===== config.mk =====
export PLATFORM = sky130hd
export DESIGN_NAME = ikbd_acia_flat
export DESIGN_NICKNAME = d
export VERILOG_FILES = /design/src/rtl/ikbd_acia_if.sv /design/src/rtl/ikbd_acia.sv /design/src/flat_wrapper.sv
export SDC_FILE = /design/constraint.sdc
export NUM_CORES = 1
export LEC_CHECK = 0
export ABC_AREA = 1
export ABC_CLOCK_PERIOD_IN_PS = 1500
export BUFFER_PORTS_ARGS = -buffer_cell sky130_fd_sc_hd__buf_2
export CAP_MARGIN = 15
export CELL_PAD_IN_SITES_DETAIL_PLACEMENT = 0
export CELL_PAD_IN_SITES_GLOBAL_PLACEMENT = 1
export CORE_MARGIN = 4
export CORE_UTILIZATION = 35
export DETAILED_ROUTE_END_ITERATION = 8
export PLACE_DENSITY = 0.77
export SLEW_MARGIN = 0
export SYNTH_ARGS = -nofsm -noshare
export SYNTH_HDL_FRONTEND = slang
export SYNTH_SLANG_ARGS = --single-unit

===== constraint.sdc =====
create_clock -name clk -period 1.5 [get_ports clk]
set_input_delay 0.15 -clock clk [delete_from_list [all_inputs] [get_ports clk]]
set_output_delay 0.15 -clock clk [all_outputs]
set_load 0.05 [all_outputs]

===== src/rtl/ikbd_acia_if.sv =====
// Host-side IKBD serial link bundle: transmit handshake, serial pins,
// receive holding register, status flags and interrupt.
interface ikbd_acia_if;
   logic [7:0] tx_data;
   logic       tx_valid;
   logic       tx_ready;
   logic       sdo;
   logic       sdi;
   logic [7:0] rx_data;
   logic       rx_full;
   logic       rx_rd;
   logic       fe;
   logic       ovr;
   logic       irq_en;
   logic       irq;

   // Host / bench side: drives requests and the incoming serial line.
   modport master (
      output tx_data, tx_valid, sdi, rx_rd, irq_en,
      input  tx_ready, sdo, rx_data, rx_full, fe, ovr, irq
   );

   // ACIA side.
   modport slave (
      input  tx_data, tx_valid, sdi, rx_rd, irq_en,
      output tx_ready, sdo, rx_data, rx_full, fe, ovr, irq
   );
endinterface


===== src/rtl/ikbd_acia.sv =====
// ACIA-style serial endpoint for the IKBD link: 8N1 transmitter into the
// MCU SCI receiver, 8N1 receiver from the MCU SCI transmitter with a
// one-byte holding register, framing/overrun flags and a level interrupt.
module ikbd_acia #(
   parameter int BIT_CYCLES = 256
) (
   input logic        clk,
   input logic        res,
   ikbd_acia_if.slave bus
);

   localparam int            CW       = $clog2(BIT_CYCLES);
   localparam logic [CW-1:0] FULL_BIT = CW'(BIT_CYCLES - 1);
   localparam logic [CW-1:0] HALF_BIT = CW'(BIT_CYCLES / 2 - 1);
   localparam logic [CW-1:0] CNT_ONE  = CW'(1);

   typedef enum logic [1:0] {
      TX_IDLE,
      TX_START,
      TX_DATA,
      TX_STOP
   } tx_state_t;

   typedef enum logic [1:0] {
      RX_IDLE,
      RX_START,
      RX_DATA,
      RX_STOP
   } rx_state_t;

   // ---------------- transmitter state ----------------
   tx_state_t     tx_state_q, tx_state_d;
   logic [CW-1:0] tx_cnt_q,   tx_cnt_d;
   logic [7:0]    tx_shift_q, tx_shift_d;
   logic [2:0]    tx_bit_q,   tx_bit_d;
   logic          sdo_q,      sdo_d;
   logic          tx_ready_q, tx_ready_d;

   // ---------------- receiver state ----------------
   logic          sdi_m_q,    sdi_m_d;
   logic          sdi_s_q,    sdi_s_d;
   rx_state_t     rx_state_q, rx_state_d;
   logic [CW-1:0] rx_cnt_q,   rx_cnt_d;
   logic [7:0]    rx_shift_q, rx_shift_d;
   logic [2:0]    rx_bit_q,   rx_bit_d;
   logic [7:0]    rx_data_q,  rx_data_d;
   logic          rx_full_q,  rx_full_d;
   logic          fe_q,       fe_d;
   logic          ovr_q,      ovr_d;

   logic          stop_sample;
   logic          full_eff;

   // Transmit sequencing: every state holds sdo for one full bit period,
   // counted down from BIT_CYCLES-1 so the state advances on the edge
   // where the counter reads zero.
   always_comb begin
      tx_state_d = tx_state_q;
      tx_cnt_d   = tx_cnt_q;
      tx_shift_d = tx_shift_q;
      tx_bit_d   = tx_bit_q;
      sdo_d      = sdo_q;
      tx_ready_d = tx_ready_q;
      case (tx_state_q)
         TX_IDLE: begin
            if (bus.tx_valid && tx_ready_q) begin
               tx_state_d = TX_START;
               tx_cnt_d   = FULL_BIT;
               tx_shift_d = bus.tx_data;
               sdo_d      = 1'b0;
               tx_ready_d = 1'b0;
            end
         end
         TX_START: begin
            if (tx_cnt_q == '0) begin
               tx_state_d = TX_DATA;
               tx_cnt_d   = FULL_BIT;
               tx_bit_d   = 3'd0;
               sdo_d      = tx_shift_q[0];
               tx_shift_d = {1'b0, tx_shift_q[7:1]};
            end else begin
               tx_cnt_d = tx_cnt_q - CNT_ONE;
            end
         end
         TX_DATA: begin
            if (tx_cnt_q == '0) begin
               tx_cnt_d = FULL_BIT;
               if (tx_bit_q == 3'd7) begin
                  tx_state_d = TX_STOP;
                  sdo_d      = 1'b1;
               end else begin
                  tx_bit_d   = tx_bit_q + 3'd1;
                  sdo_d      = tx_shift_q[0];
                  tx_shift_d = {1'b0, tx_shift_q[7:1]};
               end
            end else begin
               tx_cnt_d = tx_cnt_q - CNT_ONE;
            end
         end
         TX_STOP: begin
            if (tx_cnt_q == '0) begin
               tx_state_d = TX_IDLE;
               tx_ready_d = 1'b1;
            end else begin
               tx_cnt_d = tx_cnt_q - CNT_ONE;
            end
         end
         default: begin
            tx_state_d = TX_IDLE;
            sdo_d      = 1'b1;
            tx_ready_d = 1'b1;
         end
      endcase
   end

   // Receive sequencing: the start bit is verified half a bit after
   // detection, then every later sample lands mid-bit one period apart.
   always_comb begin
      sdi_m_d     = bus.sdi;
      sdi_s_d     = sdi_m_q;
      rx_state_d  = rx_state_q;
      rx_cnt_d    = rx_cnt_q;
      rx_shift_d  = rx_shift_q;
      rx_bit_d    = rx_bit_q;
      stop_sample = 1'b0;
      case (rx_state_q)
         RX_IDLE: begin
            if (!sdi_s_q) begin
               rx_state_d = RX_START;
               rx_cnt_d   = HALF_BIT;
            end
         end
         RX_START: begin
            if (rx_cnt_q == '0) begin
               if (sdi_s_q) begin
                  rx_state_d = RX_IDLE;          // glitch, not a start bit
               end else begin
                  rx_state_d = RX_DATA;
                  rx_cnt_d   = FULL_BIT;
                  rx_bit_d   = 3'd0;
               end
            end else begin
               rx_cnt_d = rx_cnt_q - CNT_ONE;
            end
         end
         RX_DATA: begin
            if (rx_cnt_q == '0) begin
               rx_shift_d = {sdi_s_q, rx_shift_q[7:1]};
               rx_cnt_d   = FULL_BIT;
               if (rx_bit_q == 3'd7) begin
                  rx_state_d = RX_STOP;
               end else begin
                  rx_bit_d = rx_bit_q + 3'd1;
               end
            end else begin
               rx_cnt_d = rx_cnt_q - CNT_ONE;
            end
         end
         RX_STOP: begin
            if (rx_cnt_q == '0) begin
               stop_sample = 1'b1;
               rx_state_d  = RX_IDLE;
            end else begin
               rx_cnt_d = rx_cnt_q - CNT_ONE;
            end
         end
         default: begin
            rx_state_d = RX_IDLE;
         end
      endcase
   end

   // Holding register and flags. A read in the same cycle as a stop sample
   // frees the register first, so a good byte loads instead of overrunning,
   // while a framing error still sets fe.
   always_comb begin
      full_eff  = rx_full_q & ~bus.rx_rd;
      rx_data_d = rx_data_q;
      rx_full_d = full_eff;
      fe_d      = fe_q & ~bus.rx_rd;
      ovr_d     = ovr_q & ~bus.rx_rd;
      if (stop_sample) begin
         if (sdi_s_q) begin
            if (!full_eff) begin
               rx_data_d = rx_shift_q;
               rx_full_d = 1'b1;
            end else begin
               ovr_d = 1'b1;
            end
         end else begin
            fe_d = 1'b1;
         end
      end
   end

   // State registers; reset aborts any frame in flight and forces sdo high
   // at once.
   always_ff @(posedge clk or posedge res) begin
      if (res) begin
         tx_state_q <= TX_IDLE;
         tx_cnt_q   <= '0;
         tx_shift_q <= 8'h00;
         tx_bit_q   <= 3'd0;
         sdo_q      <= 1'b1;
         tx_ready_q <= 1'b1;
         sdi_m_q    <= 1'b1;
         sdi_s_q    <= 1'b1;
         rx_state_q <= RX_IDLE;
         rx_cnt_q   <= '0;
         rx_shift_q <= 8'h00;
         rx_bit_q   <= 3'd0;
         rx_data_q  <= 8'h00;
         rx_full_q  <= 1'b0;
         fe_q       <= 1'b0;
         ovr_q      <= 1'b0;
      end else begin
         tx_state_q <= tx_state_d;
         tx_cnt_q   <= tx_cnt_d;
         tx_shift_q <= tx_shift_d;
         tx_bit_q   <= tx_bit_d;
         sdo_q      <= sdo_d;
         tx_ready_q <= tx_ready_d;
         sdi_m_q    <= sdi_m_d;
         sdi_s_q    <= sdi_s_d;
         rx_state_q <= rx_state_d;
         rx_cnt_q   <= rx_cnt_d;
         rx_shift_q <= rx_shift_d;
         rx_bit_q   <= rx_bit_d;
         rx_data_q  <= rx_data_d;
         rx_full_q  <= rx_full_d;
         fe_q       <= fe_d;
         ovr_q      <= ovr_d;
      end
   end

   assign bus.sdo      = sdo_q;
   assign bus.tx_ready = tx_ready_q;
   assign bus.rx_data  = rx_data_q;
   assign bus.rx_full  = rx_full_q;
   assign bus.fe       = fe_q;
   assign bus.ovr      = ovr_q;
   assign bus.irq      = bus.irq_en & (rx_full_q | fe_q | ovr_q);

endmodule


===== src/flat_wrapper.sv =====
// flat-port wrapper written by rule: the top's interface ports become plain ports
module ikbd_acia_flat 
#(
   parameter int BIT_CYCLES = 256
)
  (clk, res, bus_tx_data, bus_tx_valid, bus_sdi, bus_rx_rd, bus_irq_en, bus_tx_ready, bus_sdo, bus_rx_data, bus_rx_full, bus_fe, bus_ovr, bus_irq);
  ikbd_acia_if bus_i ();
  input logic clk;
  input logic res;
  input wire logic [$bits(bus_i.tx_data)-1:0] bus_tx_data;
  input wire logic [$bits(bus_i.tx_valid)-1:0] bus_tx_valid;
  input wire logic [$bits(bus_i.sdi)-1:0] bus_sdi;
  input wire logic [$bits(bus_i.rx_rd)-1:0] bus_rx_rd;
  input wire logic [$bits(bus_i.irq_en)-1:0] bus_irq_en;
  output wire logic [$bits(bus_i.tx_ready)-1:0] bus_tx_ready;
  output wire logic [$bits(bus_i.sdo)-1:0] bus_sdo;
  output wire logic [$bits(bus_i.rx_data)-1:0] bus_rx_data;
  output wire logic [$bits(bus_i.rx_full)-1:0] bus_rx_full;
  output wire logic [$bits(bus_i.fe)-1:0] bus_fe;
  output wire logic [$bits(bus_i.ovr)-1:0] bus_ovr;
  output wire logic [$bits(bus_i.irq)-1:0] bus_irq;
  assign bus_i.tx_data = bus_tx_data;
  assign bus_i.tx_valid = bus_tx_valid;
  assign bus_i.sdi = bus_sdi;
  assign bus_i.rx_rd = bus_rx_rd;
  assign bus_i.irq_en = bus_irq_en;
  assign bus_tx_ready = bus_i.tx_ready;
  assign bus_sdo = bus_i.sdo;
  assign bus_rx_data = bus_i.rx_data;
  assign bus_rx_full = bus_i.rx_full;
  assign bus_fe = bus_i.fe;
  assign bus_ovr = bus_i.ovr;
  assign bus_irq = bus_i.irq;
  ikbd_acia #(.BIT_CYCLES(BIT_CYCLES)) u_core (.clk(clk), .res(res), .bus(bus_i));
endmodule

# --- Yosys cells after proc, flatten, opt, wreduce, memory -nomap -nowiden ---
# Cells that the tools add are included.
totals:
  regBits: 57
  out_inout_bits: 14
op_classes:
  addsub: 4
  n_mux: 53
  n_reduce_logical: 21
  n_bitwise: 8
  n_eq_ne: 24
op_table:
  columns: ["cell", "n"]
  rows:
  - ["two-way mux 8 bit", 12]
  - ["case mux 8 bit (3 select lines)", 2]
  - ["case mux 8 bit (4 select lines)", 1]
  - ["two-way mux 2 bit", 11]
  - ["two-way mux 3 bit", 7]
  - ["AND reduction 5 bit", 4]
  - ["inequality test 2 x 1 -> 1 bit (second input constant)", 9]
  - ["zero test 8 bit", 2]
  - ["case mux 2 bit (4 select lines)", 2]
  - ["subtractor 8 x 1 -> 8 bit (second input constant)", 2]
  - ["two-way mux 1 bit", 14]
  - ["inequality test 2 bit (second input constant)", 6]
  - ["case mux 3 bit (2 select lines)", 2]
  - ["AND reduction 3 bit", 3]
  - ["== test 2 bit (second input constant)", 4]
  - ["AND reduction 4 bit", 2]
  - ["adder 3 x 1 -> 3 bit (second input constant)", 2]
  - ["== test 3 bit (second input constant)", 2]
  - ["nonzero test 2 bit", 3]
  - ["bitwise AND 1 bit", 4]
  - ["== test 2 x 1 -> 1 bit (second input constant)", 2]
  - ["zero test 2 bit", 2]
  - ["AND reduction 2 bit", 2]
  - ["inequality test 3 bit (second input constant)", 1]
  - ["7 further kinds", 9]

# --- Depth between registers and ports, before layout ---
logic_depth:
  word_depth: 5
  mapped_depth: 10
  mapped_depth_nobuf: 10

# --- Worst setup path after synthesis ---
# OpenSTA, ideal clock, no wires.
synth_timing:
  kind: "register to register"
  startpoint: "register u_core.tx_state_q[0]"
  endpoint: "register u_core.tx_shift_q[0]"
  t_required_ps: 1377
  path_stages_with_launch: 9
  period_less_slack_ps: 1630
  setup_slack_ps: -130
  path_buffers: 1
  t_arrival_ps: 1507
  setup_ps: 123
  path_cell_list: "dfrtp_1 -> inv_1 -> ha_1 -> inv_1 -> o21ai_0 -> nand3_2 -> buf_2 -> nand2_1 -> o21ai_1"
synth_between:
  elab_chain_len: 3
  elab_cells_between_ends: 10
synth_lines:
  columns: ["element", "line", "text"]
  rows:
  - ["start: declaration", "ikbd_acia.sv:32", "tx_state_t tx_state_q, tx_state_d;"]
  - ["start signal: assignment", "ikbd_acia.sv:217", "tx_state_q <= tx_state_d;"]
  - ["== test 2 bit, or another cell as far along", "ikbd_acia.sv:64", "case (tx_state_q)"]
  - ["inequality test 2 x 1 -> 1 bit (no source line), or another cell as far along", null, null]
  - ["AND reduction 5 bit (no source line)", null, null]
  - ["end signal: assignment", "ikbd_acia.sv:219", "tx_shift_q <= tx_shift_d;"]
  - ["end: declaration", "ikbd_acia.sv:34", "logic [7:0] tx_shift_q, tx_shift_d;"]
# Several ways; a longest one is shown, not always the timed one.
# A chain may end at the register's enable or synchronous reset.

# --- Final worst setup path ---
layout_timing:
  startpoint: "register u_core.rx_cnt_q[0]"
  endpoint: "register u_core.rx_data_q[0] (netlist: u_core.bus.rx_data[0])"
layout_between:
  elab_chain_len: 4
layout_lines:
  columns: ["element", "line", "text"]
  rows:
  - ["start: declaration", "ikbd_acia.sv:43", "logic [CW-1:0] rx_cnt_q, rx_cnt_d;"]
  - ["start signal: assignment", "ikbd_acia.sv:226", "rx_cnt_q <= rx_cnt_d;"]
  - ["zero test 8 bit", "ikbd_acia.sv:160", "if (rx_cnt_q == '0) begin"]
  - ["two-way mux 1 bit", "ikbd_acia.sv:160", null]
  - ["two-way mux 1 bit", "ikbd_acia.sv:126", "case (rx_state_q)"]
  - ["AND reduction 3 bit (no source line)", null, null]
  - ["end signal: assignment", "ikbd_acia.sv:229", "rx_data_q <= rx_data_d;"]
  - ["end: declaration", "ikbd_acia.sv:46", "logic [7:0] rx_data_q, rx_data_d;"]
# Every way passes these cells.

==> results.py <==
metrics = {
    "outcome": {
        "outcome": "completed",
    },
    "place": {
        "hpwlAfterDp_um": 4870,
        "routabilityCongestion": 0.809,
        "numPortBuffers": 27,
    },
    "setup_path": {
        "path_buf_inv": 2,
        "path_cells": "inv_2, ha_4, nand2_4, nor2_8, nand2_4, nor2_4, buf_4, nand3_1, nand2_1",
        "path_max_fanout": 5,
        "worst_ep_required_time_ns": 1.76,
        "path_common_cell": "nand2_4",
        "cp-end-kind": "flop",
        "r2r-end": "u_core.bus.rx_data[0]",
        "cp.depth": 9,
        "slowest_delay_ns": 0.39,
        "crit_slowest_cell": "dfrtp_1",
        "r2r_start": "u_core.rx_cnt_q[0]",
        "crit_arrival_ns": 1.75,
        "rr_worst_depth": 9,
        "crit_family": "simple AND/OR/NAND/NOR gates",
        "path_class": "flop to flop",
        "start_kind": "flop",
        "r2r_slack_ns": 0.01,
    },
    "final_layout": {
        "antenna_cells": 0,
        "drive_gt1_share_pct": 38.3,
        "fillers": 850,
        "final_common_cell": "nand2_1",
        "nNetsFinal": 511,
        "final_cell_mix": "nand2_1 (110), dfrtp_1 (52), buf_4 (44), inv_1 (35), buf_2 (27)",
        "syn_to_final_growth_pct": 41.2,
    },
    "global_route": {
        "grt_pass1_wl_um": 11800,
        "grt_pass1_vias": 2622,
        "overflow": 0,
        "globalRouteTotalUtil_pct": 13.9,
        "grt_max_degree": 27,
        "antenna_found_initial": 0,
    },
    "timing": {
        "fin_tns_setup_ns": 0,
        "worst_slew_pin_slew_ns": 0.508,
        "setup_viol": 0,
        "clock_skew_ns": 0.0130,
        "slew_violations": 0,
        "fmax_ghz": 0.673,
        "min_period_ns": 1.49,
        "period_share_pct": 99.0,
        "rsz0062_at_grt": "true",
        "finalHoldViolCount": 0,
        "slew_headroom_pct": 66.0,
    },
    "floorplan": {
        "start_util_pct": 35.9,
        "core_area_um2": 8680,
        "dieArea_um2": 10500,
        "fp.dieH_um": 102,
        "io_pins": 28,
        "rows": 34,
        "die_w_um": 102,
    },
    "clocking": {
        "clk_path_buf_depth": 2,
        "cts_max_level": 3,
        "cts_tree": "done",
        "cts_sinks": 57,
        "cts-root-buf": "clkbuf_8",
        "numCtsBuffers": 9,
        "path_clk_slew_ns": 0.07,
        "clkLatencyLatePin_ns": 0.33,
    },
    "power_and_ir_drop": {
        "power_leakage_nw": 2.21,
        "peakVddDrop_v": 0.000585,
        "power_density_nw_per_um2": 782,
        "fin_total_pwr_w": 0.00344,
    },
    "logic_synthesis": {
        "synth_top_area_share_pct": 42.6,
        "ys_ff_latch": 57,
        "yosysSeqAreaShare_pct": 45.9,
        "ys_warn_count": 0,
        "synth-edff-count": 0,
        "synth_area_leaders": "dfrtp_1 (43%), nand2_1 (16%), ha_1 (6.4%)",
        "yosys.area.top_type": "dfrtp_1",
        "avgSynthCellArea_um2": 7.99,
        "ys.flop_type": "dfrtp_1",
        "synthDistinctLibCells": 29,
        "synthArstFlopShare_pct": 100,
        "synth_nets": 420,
        "synthCells": 390,
        "syn_area_um2": 3120,
    },
    "drt": {
        "dr.pass1.iters": 4,
        "routed_wl_um": 6910,
        "avgViaCountPerCell": 4.57,
        "drt-wirelength-per-cell_um": 11.6,
        "drc_errors": 0,
        "via_count": 2714,
        "drtIter0Drc": 48,
        "drtAntennaViolNets": 0,
    },
    "hold_path": {
        "whs_path_depth": 3,
        "hp-class": "input port to flop",
        "hp-start": "bus_tx_data[7]",
        "whs_endpoint": "u_core.tx_shift_q[7]",
    },
    "flow_run": {
        "max_cap_viol_count": 0,
    },
}
-- stage by stage --
stage | std cells | cell area (um^2) | worst slack (ns) | hold slack [ns] | utilization [%]
global placement | 569 | 3790 | -0.0199 | 0.210 | 43.7
global route | 594 | 4400 | -0.0880 | 0.0989 | 50.7
CTS | 588 | 4110 | 0.00390 | 0.0621 | 47.4
detailed placement | 569 | 3790 | -0.0871 | 0.213 | 43.7
floorplan | 390 | 3150 | 0.0154 | 0.154 | -
finish | 594 | 4400 | 0.0150 | 0.0782 | 50.7
-- area by class of cell --
type / instances / area (um^2) / area share (%)
Sequential cell: 57 / 1430 / 32.6
Clock inverter: 6 / 115 / 2.62
Multi-Input combinational cell: 281 / 1750 / 39.7
Inverter: 49 / 193 / 4.38
Clock buffer: 10 / 138 / 3.13
Tap cell: 108 / 135 / 3.07
Timing Repair Buffer: 83 / 638 / 14.5
-- flip-flops by register name (all words and copies together), names as in the netlist, named ones only --
register	count
u_core.rx_cnt_q	8
u_core.bus.sdo	1
u_core.tx_shift_q	8
u_core.sdi_m_q	1
u_core.tx_cnt_q	8
u_core.tx_bit_q	3
u_core.bus.fe	1
u_core.bus.ovr	1
u_core.rx_bit_q	3
u_core.bus.rx_full	1
u_core.bus.tx_ready	1
u_core.tx_state_q	2
u_core.rx_state_q	1
u_core.sdi_s_q	1
u_core.bus.rx_data	8
u_core.rx_shift_q	8
-- Yosys cell counts (all sizes together) (4+ instances only) --
cell type  count
nand2        139
dfrtp         53
o21ai         52
inv           49
nor2          29
nand3         18
ha            16
a21oi          7
mux2i          7
buf            4
dfstp          4
nand4          4
-- worst max-delay path by stage --
stage                     slack, ns                  from               endpoint
final                          0.01    u_core.rx_cnt_q[0]  u_core.bus.rx_data[0]
after floorplan                0.02    u_core.rx_cnt_q[0]  u_core.bus.rx_data[1]
after global placement        -0.02    u_core.rx_cnt_q[0]  u_core.bus.rx_data[3]
after CTS                     0.004  u_core.tx_state_q[0]   u_core.tx_shift_q[3]
after global routing          -0.09    u_core.rx_cnt_q[1]  u_core.bus.rx_data[3]
after detailed placement      -0.09    u_core.rx_cnt_q[0]  u_core.bus.rx_data[7]
-- tightest hold or removal path, stage by stage --
cell and delay [ns]:
buf_2 0.09, nand2_1 0.08, o21ai_2 0.06
-- timing repair --
action	in CTS	in global routing
hold buffers	2	0
pin swaps	1	16
endpoints found under the setup margin	26	52
hold endpoints to repair	19	0
gates cloned	0	2
gates resized for setup	14	75
setup buffers	1	4
-- report_power, final --
part | total (W) | internal, W | leakage, nW | switching [W]
combinational | 0.0000791 | 0.0000304 | 1.35 | 0.0000487
sequential | 0.00154 | 0.00154 | 0.740 | 0.00000312
clock | 0.00182 | 0.00115 | 0.123 | 0.000663
-- cell families after synthesis --
group,after synthesis,synth area share [%]
adder cells (fa/ha/maj),16,6.43
buffers and inverters,53,6.75
AND/OR/NAND/NOR,193,27.0
AO/OA/AOI/OAI,63,11.3
XOR/XNOR,1,0.281
multiplexers,7,2.25
flip-flops,57,45.9
-- metal layers --
layer / wire length [um] / GRT usage, % / share of wire (%) / up-vias
li1: - / - / - / 1429
met1: 3270 / 18.4 / 47 / 1239
met2: 3350 / 23.3 / 48 / 36
met3: 225 / 3.28 / 3.3 / 10
met4: 63 / 3.03 / 0.91 / 0
met5: 0 / 0 / 0 / -
(Power assumes the default switching activity.)
